`config.mk`:
```
export PLATFORM = sky130hd
export DESIGN_NAME = bcd3_7seg_scan
export DESIGN_NICKNAME = d
export VERILOG_FILES = /design/src/rtl/bcd7seg_pkg.sv /design/src/rtl/bcd_to_7seg.sv /design/src/rtl/bcd3_7seg_scan.sv
export SDC_FILE = /design/constraint.sdc
export NUM_CORES = 1
export LEC_CHECK = 0
export ABC_AREA = 1
export ABC_CLOCK_PERIOD_IN_PS = 1600
export CAP_MARGIN = 20
export CORE_ASPECT_RATIO = 1.4
export CORE_MARGIN = 5
export CORE_UTILIZATION = 51
export DETAILED_ROUTE_END_ITERATION = 10
export GPL_ROUTABILITY_DRIVEN = 0
export GPL_TIMING_DRIVEN = 0
export PLACE_DENSITY = 0.77
export SLEW_MARGIN = 20
export SYNTH_ARGS = -nofsm -noshare
export SYNTH_HDL_FRONTEND = slang
export SYNTH_HIERARCHICAL = 1
export SYNTH_SLANG_ARGS = --single-unit
```
`constraint.sdc`:
```
create_clock -name clk -period 1.6 [get_ports clk]
set_input_delay 0.4 -clock clk [delete_from_list [all_inputs] [get_ports clk]]
set_output_delay 0.4 -clock clk [all_outputs]
set_load 0.01 [all_outputs]
```
`src/rtl/bcd7seg_pkg.sv`:
```
// Shared constants for the 3-digit multiplexed 7-segment driver.
// Segment patterns are active-high, bit order g..a (bit 0 = a).
package bcd7seg_pkg;

    localparam logic [6:0] SEG_0     = 7'h3F;
    localparam logic [6:0] SEG_1     = 7'h06;
    localparam logic [6:0] SEG_2     = 7'h5B;
    localparam logic [6:0] SEG_3     = 7'h4F;
    localparam logic [6:0] SEG_4     = 7'h66;
    localparam logic [6:0] SEG_5     = 7'h6D;
    localparam logic [6:0] SEG_6     = 7'h7D;
    localparam logic [6:0] SEG_7     = 7'h07;
    localparam logic [6:0] SEG_8     = 7'h7F;
    localparam logic [6:0] SEG_9     = 7'h6F;
    localparam logic [6:0] SEG_DASH  = 7'h40;
    localparam logic [6:0] SEG_BLANK = 7'h00;

    // Scan order: units, tens, hundreds; value doubles as anode bit position
    typedef enum logic [1:0] {
        DIG_UNITS = 2'd0,
        DIG_TENS  = 2'd1,
        DIG_HUNDS = 2'd2
    } dig_idx_e;

endpackage

```
`src/rtl/bcd_to_7seg.sv`:
```
// BCD digit to active-high 7-segment pattern; non-decimal codes show a dash.
module bcd_to_7seg
    import bcd7seg_pkg::*;
(
    input  logic [3:0] code,
    output logic [6:0] seg
);

    // Pure lookup, codes 10..15 fall through to the dash
    always_comb begin
        seg = SEG_DASH;
        case (code)
            4'd0: seg = SEG_0;
            4'd1: seg = SEG_1;
            4'd2: seg = SEG_2;
            4'd3: seg = SEG_3;
            4'd4: seg = SEG_4;
            4'd5: seg = SEG_5;
            4'd6: seg = SEG_6;
            4'd7: seg = SEG_7;
            4'd8: seg = SEG_8;
            4'd9: seg = SEG_9;
            default: seg = SEG_DASH;
        endcase
    end

endmodule

```
`src/rtl/bcd3_7seg_scan.sv`:
```
// Time-multiplexed 3-digit common-anode display driver. A loaded BCD triple
// waits in a shadow register and is promoted only at frame end, so a frame
// never mixes digits from two values.
module bcd3_7seg_scan
    import bcd7seg_pkg::*;
#(
    parameter int SCAN_DIV       = 50000,
    parameter int BLANK_CYC      = 16,
    parameter bit SEG_ACTIVE_LOW = 1'b1,
    parameter bit AN_ACTIVE_LOW  = 1'b1
) (
    input  logic       clk,
    input  logic       rst_n,
    input  logic       load,
    input  logic [3:0] bcd2,
    input  logic [3:0] bcd1,
    input  logic [3:0] bcd0,
    input  logic       lzb_en,
    output logic [6:0] seg,
    output logic [2:0] an,
    output logic       frame_done
);

    localparam int            CW        = $clog2(SCAN_DIV);
    localparam logic [CW-1:0] CNT_LAST  = CW'(SCAN_DIV - 1);
    localparam logic [CW-1:0] CNT_BLANK = CW'(BLANK_CYC);
    localparam logic [6:0]    SEG_OFF   = SEG_ACTIVE_LOW ? 7'h7F : 7'h00;
    localparam logic [2:0]    AN_OFF    = AN_ACTIVE_LOW  ? 3'h7  : 3'h0;

    logic [CW-1:0] cnt_q, cnt_d;
    dig_idx_e      idx_q, idx_d;
    logic [11:0]   shadow_q, shadow_d;
    logic [11:0]   disp_q, disp_d;
    logic          pending_q, pending_d;
    logic [6:0]    seg_q, seg_d;
    logic [2:0]    an_q, an_d;
    logic          fd_q, fd_d;

    logic          wrap, frame_end, lz_blank, off;
    logic [3:0]    cur_code;
    logic [6:0]    dec_seg, seg_hi;
    logic [2:0]    an_hi;

    assign wrap      = (cnt_q == CNT_LAST);
    assign frame_end = wrap && (idx_q == DIG_HUNDS);

    // Slot counter and digit index advance
    always_comb begin
        cnt_d = wrap ? '0 : cnt_q + 1'b1;
        idx_d = idx_q;
        if (wrap) begin
            case (idx_q)
                DIG_UNITS: idx_d = DIG_TENS;
                DIG_TENS:  idx_d = DIG_HUNDS;
                default:   idx_d = DIG_UNITS;
            endcase
        end
    end

    // Shadow capture, and promotion to display only at frame end; a load in
    // the frame-end cycle itself bypasses the shadow so it is not lost
    always_comb begin
        shadow_d  = shadow_q;
        pending_d = pending_q;
        disp_d    = disp_q;
        if (load) begin
            shadow_d  = {bcd2, bcd1, bcd0};
            pending_d = 1'b1;
        end
        if (frame_end) begin
            if (load) begin
                disp_d    = {bcd2, bcd1, bcd0};
                pending_d = 1'b0;
            end else if (pending_q) begin
                disp_d    = shadow_q;
                pending_d = 1'b0;
            end
        end
    end

    // Digit select, blanking and polarity for the registered outputs
    always_comb begin
        case (idx_q)
            DIG_UNITS: cur_code = disp_q[3:0];
            DIG_TENS:  cur_code = disp_q[7:4];
            default:   cur_code = disp_q[11:8];
        endcase
        lz_blank = lzb_en && (((idx_q == DIG_HUNDS) && (disp_q[11:8] == 4'd0)) ||
                              ((idx_q == DIG_TENS)  && (disp_q[11:4] == 8'd0)));
        off      = (cnt_q < CNT_BLANK) || lz_blank;
        case (idx_q)
            DIG_UNITS: an_hi = 3'b001;
            DIG_TENS:  an_hi = 3'b010;
            default:   an_hi = 3'b100;
        endcase
        if (off) an_hi = 3'b000;
        seg_hi = off ? SEG_BLANK : dec_seg;
        seg_d  = SEG_ACTIVE_LOW ? ~seg_hi : seg_hi;
        an_d   = AN_ACTIVE_LOW  ? ~an_hi  : an_hi;
        fd_d   = frame_end;
    end

    bcd_to_7seg u_dec (
        .code (cur_code),
        .seg  (dec_seg)
    );

    // State and output registers, synchronous reset to idle/inactive
    always_ff @(posedge clk) begin
        if (!rst_n) begin
            cnt_q     <= '0;
            idx_q     <= DIG_UNITS;
            shadow_q  <= '0;
            disp_q    <= '0;
            pending_q <= 1'b0;
            seg_q     <= SEG_OFF;
            an_q      <= AN_OFF;
            fd_q      <= 1'b0;
        end else begin
            cnt_q     <= cnt_d;
            idx_q     <= idx_d;
            shadow_q  <= shadow_d;
            disp_q    <= disp_d;
            pending_q <= pending_d;
            seg_q     <= seg_d;
            an_q      <= an_d;
            fd_q      <= fd_d;
        end
    end

    assign seg        = seg_q;
    assign an         = an_q;
    assign frame_done = fd_q;

endmodule

```
==> summary.txt <==
Worst-Skew Late Latency: 0.31 ns
Tmin final: 1.57 ns
Antenna Nets Post-Route: 0
skew final: 0.00744 ns
vias in the first global route: 2203
CTS tree: done
max-cap viol count: 0
HP Class: in2reg
die width: 70.2 um
first-pass GRT wire length: 8920 um
Final Hold Fails: 0
Leak Pwr: 1.31 nW
RSZ-0062 raised after global routing: yes
total power: 0.00245 W
post-synthesis area per instance: 7.30 sq um
crit start category: flip-flop
YS warnings: 6
# rows: 30
Hold Slack: 0.408 ns
critical path fanouts, max: 6
most frequent cell after synthesis: nand2_1
f_max: 638 MHz
EDFF count, synth: 0
Largest stage delay, worst path: 0.42 ns
ANT cells: 0
die area: 0.00661 sq mm
Port Buffers: 25
Vias/cell: 4.84
critical path class: reg2reg
Initial Util: 52.9%
worst-path cell chain: inv_8 > nand2_8 > o221ai_4 > buf_4 > ha_2 > inv_2 > nand2_2 > nand2_1 > nand2_1 > nand2_1 > nand4_1
GR Util All Layers: 16.4%
status: finished, final reports clean
Slew @ Worst Pin: 0.441 ns
relative slew slack: 70.5%
hold buffer count at CTS: 0
Fillers: 404
Syn Nets: 377
flops & latches, synth: 54
family with the most delay on the worst path: flip-flops
register area share after synthesis: 41.8%
average wire per standard cell: 11.2 um
Primary FF master, synth: dfxtp_1
pin count of the biggest net entering global routing: 18
Worst Path Arrival: 1.75 ns
top cell types by occurrence after synthesis: nand2_1, dfxtp_1, nor2_1, inv_1, nand4_1
fin util: 66.6%
Tcrit/Tclk final: 98.0%
slowest stage cell, crit path: dfxtp_4
Clock transition at path regs: 0.09 ns
worst path buffer plus inverter count: 3
core footprint: 0.00488 sq mm
PD cells: 753 mW/mm^2
Yosys top cell area share: 41.8%
peak supply drop: 0.000901 V
CTS buffer count: 5
Synth-to-Final Area Change: 25.8%
setup TNS: 0 ns
root buffer selected by CTS: clkbuf_8
DR DRC count: 0
Die Y: 94.2 um
Critical Path RT: 1.78 ns
CTS H-tree lvls: 2
CP dominant cell by count: nand2_1
routed wire length: 5160 um
Top-Level Pins: 27
DRT iter0 DRCs: 84
Sink Count: 54
final setup fails: 0
cell taking the most area after synthesis: dfxtp_1
Final HPWL DP: 3690 um
Setup crit end kind: flip-flop
Synth cell types: 29
layout cells sized above 1: 22.0%
first drt pass iteration count: 4
initial antenna violation count: 0
CTS max path bufs: 2
Async SR Flop Fraction: 0%
mapped cell area: 0.00258 sq mm
Area contributors post-synth: dfxtp_1, nand2_1, nor2_1
fin. max-slew vios: 0
Nets: 417
post-synthesis cell count: 354
Vias: 2222
global route total overflow: 0
==> sequential cells by signal, summed over array words and instances (netlist names) <==
name and cells:
disp_q 12, cnt_q 16, frame_done 1, pending_q 1
an 3, idx_q 2, shadow_q 12, seg 7
==> what timing repair did <==
action | in CTS | in global routing
resized for setup | 12 | 29
endpoints found under the setup margin | 25 | 28
buffers inserted | 3 | 5
pin swaps | 2 | 7
==> cell families (layout without fill, tap and decap cells) <==
family	count (synthesis)	after routing	share of synthesized area (%)
DFF	54	54	41.8
adders and majority gates	7	7	3.39
and+or+nand+nor	192	192	35.8
buffers and inverters	62	103	9.98
xor gates and xnor gates	5	5	1.70
AOI/OAI and AO/OA	34	34	7.31
==> report_power, final <==
part | switching (W) | internal (W)
clock | 0.000447 | 0.000469
sequential | 0.00000934 | 0.00137
combinational | 0.0000763 | 0.0000763
total | 0.000533 | 0.00191
==> layout make-up <==
type | count | area, sq um | share of cell area, %
buffer | 12 | 76.3 | 2.35
clock buffer | 5 | 68.8 | 2.12
clock inverter | 3 | 43.8 | 1.35
inverter | 50 | 199 | 6.12
multi-input combinational | 238 | 1380 | 42.5
sequential | 54 | 1090 | 33.5
tap | 64 | 80.1 | 2.46
timing repair buffer | 33 | 313 | 9.62
==> worst paths after layout <==
check | from | end | slack [ns] | cells past startpoint
setup / recovery | idx_q[1] | seg[5] | 0.03 | 11
hold / removal | rst_n | disp_q[1] | 0.41 | 3
setup reg to reg | idx_q[1] | seg[5] | 0.03 | 11
hold reg to reg | cnt_q[0] | cnt_q[0] | 0.43 | 1
==> cells in the final DEF, fill, tap and decap left out, types with 6 or more instances in the layout <==
master and count:
or2_2 14, nand2_2 17, nand2_1 61, dfxtp_1 51, nand4_1 27, a21oi_1 10, clkdlybuf4s50_1 24, o21ai_0 16
inv_1 41, buf_4 8, nor2_4 6, nor2_1 46, inv_2 6, nand3_1 9
==> worst min-delay path: stages <==
cell     delay (ns)
buf_2          0.17
nand2_1        0.08
nor2_1         0.03
==> per-stage QoR <==
step,setup slack [ns],std cells,instance area (sq um)
after floorplan,0.0110,354,2600
after global routing,-0.107,459,3250
after detailed placement,-0.270,443,2930
final,0.0315,459,3250
after CTS,0.00178,454,3110
after global placement,-0.289,443,2930
==> metal layers <==
metal | part of all wire, % | GRT usage (%) | up-vias | routed length, um
met5 | 0 | 0 | - | 0
met4 | 2.0 | 7.67 | 0 | 105
met2 | 51 | 30.7 | 38 | 2620
li1 | - | - | 1206 | -
met1 | 43 | 17.2 | 969 | 2230
met3 | 4.0 | 3.53 | 9 | 205
Power figures use the tool's default switching activity.
